**config.mk**
```make
export PLATFORM = sky130hd
export DESIGN_NAME = shift_pipe
export DESIGN_NICKNAME = d
export VERILOG_FILES = /design/src/rtl/alu_pkg.sv /design/src/rtl/shift_pipe_lshift.sv /design/src/rtl/shift_pipe.sv
export SDC_FILE = /design/constraint.sdc
export NUM_CORES = 1
export LEC_CHECK = 0
export CORE_UTILIZATION = 56
export DETAILED_ROUTE_END_ITERATION = 10
export PLACE_DENSITY = 0.81
export RECOVER_POWER = 100
export SKIP_CTS_REPAIR_TIMING = 1
export SLEW_MARGIN = 20
export SYNTH_ARGS = -nofsm -noshare
export SYNTH_HDL_FRONTEND = slang
export SYNTH_SLANG_ARGS = --single-unit
```
**constraint.sdc**
```tcl
create_clock -name clk -period 2.6 [get_ports clk]
set_input_delay 0.39 -clock clk [delete_from_list [all_inputs] [get_ports clk]]
set_output_delay 0.39 -clock clk [all_outputs]
set_load 0.01 [all_outputs]
```
**src/rtl/alu_pkg.sv**
```systemverilog
// Shared ALU definitions: shift opcode encoding, default datapath geometry
// and a bit-reversal helper used by the shift unit.
package alu_pkg;

  typedef enum logic [1:0] {
    SHIFT_SLL  = 2'b00,
    SHIFT_SRL  = 2'b01,
    SHIFT_SRA  = 2'b10,
    SHIFT_RSVD = 2'b11
  } shift_op_e;

  localparam int ALU_DEPTH = 5;
  localparam int ALU_WIDTH = 1 << ALU_DEPTH;

  // Widest operand bitrev() can handle; callers zero-extend into this.
  localparam int BITREV_MAX_W = 64;

  // Reverses the low w bits of x; w is a constant at every call site.
  function automatic logic [BITREV_MAX_W-1:0] bitrev(input logic [BITREV_MAX_W-1:0] x,
                                                      input int unsigned             w);
    logic [BITREV_MAX_W-1:0] r;
    r = {<<{x}};
    return r >> (BITREV_MAX_W - w);
  endfunction

endpackage

```
**src/rtl/shift_pipe_lshift.sv**
```systemverilog
// LeftShifter: logarithmic barrel shifter, shifts data_i left by shamt_i
// filling with zeros.
module LeftShifter #(
  parameter int WIDTH = 32,
  parameter int DEPTH = 5
) (
  input  logic [WIDTH-1:0] data_i,
  input  logic [DEPTH-1:0] shamt_i,
  output logic [WIDTH-1:0] data_o
);

  logic [WIDTH-1:0] stage [DEPTH+1];

  assign stage[0] = data_i;

  for (genvar g = 0; g < DEPTH; g++) begin : g_stage
    assign stage[g+1] = shamt_i[g] ? (stage[g] << (1 << g)) : stage[g];
  end

  assign data_o = stage[DEPTH];

endmodule

```
**src/rtl/shift_pipe.sv**
```systemverilog
// Two-stage pipelined SLL/SRL/SRA unit. Right shifts run through the
// left-only shifter by reversing the operand going in and the result coming out.
module shift_pipe
  import alu_pkg::*;
#(
  parameter int WIDTH = ALU_WIDTH,
  parameter int DEPTH = ALU_DEPTH,
  parameter int TAG_W = 5
) (
  input  logic             clk,
  input  logic             rst,
  input  logic             in_valid,
  output logic             in_ready,
  input  logic [1:0]       in_op,
  input  logic [WIDTH-1:0] in_data,
  input  logic [DEPTH-1:0] in_shamt,
  input  logic [TAG_W-1:0] in_tag,
  output logic             out_valid,
  input  logic             out_ready,
  output logic [WIDTH-1:0] out_result,
  output logic [TAG_W-1:0] out_tag,
  output logic             out_illegal
);

  if (WIDTH != (1 << DEPTH)) begin : g_bad_geometry
    $error("shift_pipe: WIDTH must equal 2**DEPTH");
  end
  if (WIDTH > BITREV_MAX_W) begin : g_bad_width
    $error("shift_pipe: WIDTH exceeds bitrev capacity");
  end

  function automatic logic [WIDTH-1:0] rev(input logic [WIDTH-1:0] x);
    logic [BITREV_MAX_W-1:0] t;
    t = bitrev(BITREV_MAX_W'(x), WIDTH);
    return t[WIDTH-1:0];
  endfunction

  logic             s1_valid_q;
  logic [WIDTH-1:0] s1_prep_q;
  logic [DEPTH-1:0] s1_shamt_q;
  shift_op_e        s1_op_q;
  logic [TAG_W-1:0] s1_tag_q;
  logic             s1_sign_q;

  logic             out_valid_q;
  logic [WIDTH-1:0] out_result_q;
  logic [TAG_W-1:0] out_tag_q;
  logic             out_illegal_q;

  logic             s2_adv;
  logic             in_fire;
  shift_op_e        in_op_e;
  logic [WIDTH-1:0] prep_d;
  logic [WIDTH-1:0] sh;
  logic [WIDTH-1:0] msk;
  logic [WIDTH-1:0] result_d;

  // in_ready sees out_ready combinationally through s2_adv.
  assign s2_adv   = s1_valid_q && (!out_valid_q || out_ready);
  assign in_ready = !s1_valid_q || s2_adv;
  assign in_fire  = in_valid && in_ready;
  assign in_op_e  = shift_op_e'(in_op);

  always_comb begin
    prep_d = in_data;
    if (in_op_e == SHIFT_SRL || in_op_e == SHIFT_SRA) prep_d = rev(in_data);
  end

  // ---- S1: operand preparation ----
  always_ff @(posedge clk) begin
    if (rst) begin
      s1_valid_q <= 1'b0;
    end else if (in_fire) begin
      s1_valid_q <= 1'b1;
    end else if (s2_adv) begin
      s1_valid_q <= 1'b0;
    end
  end

  always_ff @(posedge clk) begin
    if (in_fire) begin
      s1_prep_q  <= prep_d;
      s1_shamt_q <= in_shamt;
      s1_op_q    <= in_op_e;
      s1_tag_q   <= in_tag;
      s1_sign_q  <= in_data[WIDTH-1];
    end
  end

  LeftShifter #(.WIDTH(WIDTH), .DEPTH(DEPTH)) u_data_shift (
    .data_i  (s1_prep_q),
    .shamt_i (s1_shamt_q),
    .data_o  (sh)
  );

  LeftShifter #(.WIDTH(WIDTH), .DEPTH(DEPTH)) u_mask_shift (
    .data_i  ({WIDTH{1'b1}}),
    .shamt_i (s1_shamt_q),
    .data_o  (msk)
  );

  // Reversed mask has zeros in the vacated top bits; inverting it gives the sign fill.
  always_comb begin
    result_d = sh;
    unique case (s1_op_q)
      SHIFT_SLL:  result_d = sh;
      SHIFT_SRL:  result_d = rev(sh);
      SHIFT_SRA:  result_d = rev(sh) | (s1_sign_q ? ~rev(msk) : '0);
      SHIFT_RSVD: result_d = s1_prep_q;
      default:    result_d = sh;
    endcase
  end

  // ---- S2: result register ----
  always_ff @(posedge clk) begin
    if (rst) begin
      out_valid_q   <= 1'b0;
      out_result_q  <= '0;
      out_tag_q     <= '0;
      out_illegal_q <= 1'b0;
    end else if (s2_adv) begin
      out_valid_q   <= 1'b1;
      out_result_q  <= result_d;
      out_tag_q     <= s1_tag_q;
      out_illegal_q <= (s1_op_q == SHIFT_RSVD);
    end else if (out_ready) begin
      out_valid_q   <= 1'b0;
    end
  end

  assign out_valid   = out_valid_q;
  assign out_result  = out_result_q;
  assign out_tag     = out_tag_q;
  assign out_illegal = out_illegal_q;

  a_in_stable: assert property (@(posedge clk) disable iff (rst)
    (in_valid && !in_ready) |=> (!in_valid || $stable({in_op, in_data, in_shamt, in_tag})))
    else $error("shift_pipe: request payload changed while stalled");

endmodule

```
==> run_results.csv <==
group,metric,value,unit
outcome,outcome,"completed",
cells_and_area,finalInstanceArea,8014,sq um
floorplanning,core_area,10980,sq um
clock_tree,tritoncts.num_buffers,9,
power_and_ir_drop,vdd.ir_drop.worst,466.3,uV
worst_setup_path,critPathArrivalTime,2.78,ns
min_path,holdCritStartpoint,"out_result[28]$_SDFFE_PP0P_",
drt,initialDrtViolationCount,887,
worst_setup_path,crit_type,"register to register",
placement,placed_cells,950,
cells_and_area,finalNetCount,870,
clock_tree,clock-root-buffer,"clkbuf_16",
synth,synth_edf_count,45,
drt,drt-total-wl,23080,microns
clock_tree,cts_tree,"done",
timing,fin_tns_setup,0,ns
global_route,grt_pass1_vias,6193,
synth,synth.ff_latch_count,85,
placement,globalplace.congestion,1.058,
floorplanning,dieArea,11810,sq um
drt,ant_nets,0,
worst_setup_path,r2r-end,"out_result[0]$_SDFFE_PP0P_",
global_route,grt_usage,0.4117,
floorplanning,initial_core_util,0.5802,
global_route,grt_pass1_wl,35740,microns
clock_tree,cts_buffer_depth,2,
worst_setup_path,r2r_slack,0.06,ns
min_path,hold_path_class,"register to register",
synth,yosysWarnings,0,
timing,drv_slew,0,
global_route,grt_antenna_before_repair,0,
drt,vias,6669,
drt,drtPass1Iterations,8,
power_and_ir_drop,p_per_area,520.0,nW/um^2
cells_and_area,layout-drive-gt1-share,0.1778,
timing,worst_pin_slew,1.262,ns
synth,synth_area_per_cell,8.912,sq um
power_and_ir_drop,p_leak,3.261,nW
job,maxCapViolations,0,
worst_setup_path,cp_slowest_cell,"mux4_1",
floorplanning,pin_count,88,
synth,ys_seq_area_frac,0.3377,
floorplanning,die_w,108.7,microns
min_path,whs_endpoint,"out_result[28]$_SDFFE_PP0P_",
synth,synth_cells,715,
synth,synth_flop_cell,"edfxtp_1",
global_route,grt_overflow,0,
clock_tree,cts.sinks,85,
cells_and_area,syn_to_final_growth,25.76,%
placement,dpl_cell_area,7715,sq um
drt,drc_errors,0,
clock_tree,htree_num_levels,3,
drt,wire_per_inst,23.87,microns
floorplanning,rows,38,
placement,hpwl,17460,microns
timing,fin_crit,2.542,ns
worst_setup_path,worstRegToRegCells,7,
timing,fin_skew,0.007356,ns
worst_setup_path,cp-start-kind,"register",
power_and_ir_drop,power,4.167,mW
synth,synth_cell_types,57,
global_route,grt_start_max_net_pins,46,
synth,synthArstFlopShare,0,
placement,io_buffers,87,
worst_setup_path,path_cells,"buf_4 -> mux4_1 -> mux4_2 -> a221oi_4 -> a21oi_1 -> a211oi_1 -> nor3_1",
timing,hold_violations,0,
cells_and_area,stdcell_count,967,
clock_tree,clk_pin_slew,0.07,ns
worst_setup_path,cp_max_fo,10,
timing,setup_violations,0,
clock_tree,insertion_delay,0.35,ns
worst_setup_path,cp-end-kind,"register",
synth,syn_nets,763,
synth,synth_area,6372,sq um
worst_setup_path,cp_slowest_stage_delay,0.61,ns
timing,slew_headroom,0.1586,
worst_setup_path,regToRegStartpoint,"s1_shamt_q[1]$_DFFE_PP_",
timing,min_period_over_period,0.9777,
min_path,holdPathStages,2,
worst_setup_path,cp.required,2.84,ns
drt,vias_per_cell,6.897,
timing,fmax,0.3934,GHz
floorplanning,die_h,108.7,microns
cells_and_area,n_antenna_cell,0,
==> layout make-up <==
cell class	count	area [sq um]
sequential	85	2152
timing repair buffer	162	1451
fill	824	2969
tap	140	175.2
clock inverter	7	60.06
multi-input combinational	557	3924
inverter	7	26.28
clock buffer	9	225.2
==> stage by stage <==
stage / setup WS, ns / hold WS, ns / utilization
2_1_floorplan: 0.3587 / 0.4594 / -
3_3_place_gp: -0.06867 / 0.4287 / 0.7024
3_5_place_dp: -0.07530 / 0.4404 / 0.7024
4_1_cts: -0.1034 / 0.4501 / 0.7284
5_1_grt: -0.01093 / 0.4647 / 0.7297
6_report: 0.05793 / 0.4422 / 0.7297
==> cells in the final DEF (no fill, tap or decap), types with 5 or more instances in the layout <==
| cell type | n |
|---|---|
| clkbuf_16 | 9 |
| a211oi_1 | 9 |
| edfxtp_1 | 45 |
| and2_1 | 5 |
| clkdlybuf4s50_1 | 33 |
| nand2b_1 | 9 |
| dlygate4sd3_1 | 54 |
| nor2_1 | 36 |
| a21o_1 | 8 |
| nand3_1 | 8 |
| a31oi_1 | 7 |
| nor2b_1 | 14 |
| mux2_2 | 8 |
| buf_4 | 71 |
| o211ai_1 | 13 |
| dfxtp_1 | 40 |
| o221ai_1 | 6 |
| nand2_1 | 173 |
| a22o_1 | 5 |
| o22ai_1 | 7 |
| a22oi_1 | 8 |
| a21oi_1 | 42 |
| mux4_2 | 40 |
| a221oi_1 | 9 |
| nor3_1 | 11 |
| o21ai_0 | 49 |
| mux2i_1 | 39 |
| inv_1 | 5 |
==> worst max-delay path by stage <==
stage	startpoint	to	slack, ns	cells past startpoint
after CTS	s1_shamt_q[1]$_DFFE_PP_	out_result[20]$_SDFFE_PP0P_	-0.10	7
after global routing	s1_shamt_q[1]$_DFFE_PP_	out_result[31]$_SDFFE_PP0P_	-0.01	7
after floorplan	s1_shamt_q[1]$_DFFE_PP_	out_result[17]$_SDFFE_PP0P_	0.36	7
after global placement	s1_shamt_q[1]$_DFFE_PP_	out_result[20]$_SDFFE_PP0P_	-0.07	7
final	s1_shamt_q[1]$_DFFE_PP_	out_result[0]$_SDFFE_PP0P_	0.06	7
after detailed placement	s1_shamt_q[1]$_DFFE_PP_	out_result[20]$_SDFFE_PP0P_	-0.08	7
==> kinds of logic (layout without fill, tap and decap cells) <==
group	Yosys count	after routing	share of synthesized area
multiplexers	89	89	0.2256
XOR/XNOR	2	2	0.002749
AO/OA/AOI/OAI	192	192	0.1985
AND/OR/NAND/NOR	274	274	0.1842
buffers and inverters	73	185	0.05125
flip-flops	85	85	0.3377
==> state kept, by name, summed over array words and instances, names as in the netlist <==
name and count:
s1_op_q 2, s1_valid_q 1, s1_prep_q 32, s1_tag_q 5
out_valid 1, out_illegal 1, out_result 32, s1_sign_q 1
s1_shamt_q 5, out_tag 5
==> synthesized netlist by cell type, types with 11 or more instances <==
cell type,count,area (sq um)
edfxtp_1,45,1351
nand2_1,173,649.4
nor3_1,11,55.05
buf_2,15,75.07
nor2b_1,14,87.58
o21ai_0,49,245.2
mux4_2,39,878.3
o211ai_1,13,97.59
dfxtp_1,40,800.8
mux2i_1,39,390.4
a21oi_1,42,210.2
nor2_1,36,135.1
clkbuf_1,41,153.9
==> metal layers <==
layer  vias to the layer above  GRT usage  part of all wire
met2                       548     0.6022              0.44
met4                         0     0.2307             0.059
met3                       113     0.1076              0.12
met1                      3122     0.5546              0.38
li1                       2886          -                 -
met5                         -          0                 0
==> where the power goes <==
group          switching, mW  internal (mW)
Combinational          0.701          0.578
Sequential             0.106           1.53
Clock                  0.591          0.661
Total                   1.40           2.77
==> critical path: cells and delay by family, from the launching register on <==
kind	cells	cell delay (ns)
compound gates	3	0.66
buf+inv	1	0.19
flops	1	0.33
mux	2	1.15
simple gates	1	0.09
(Power assumes the default switching activity.)
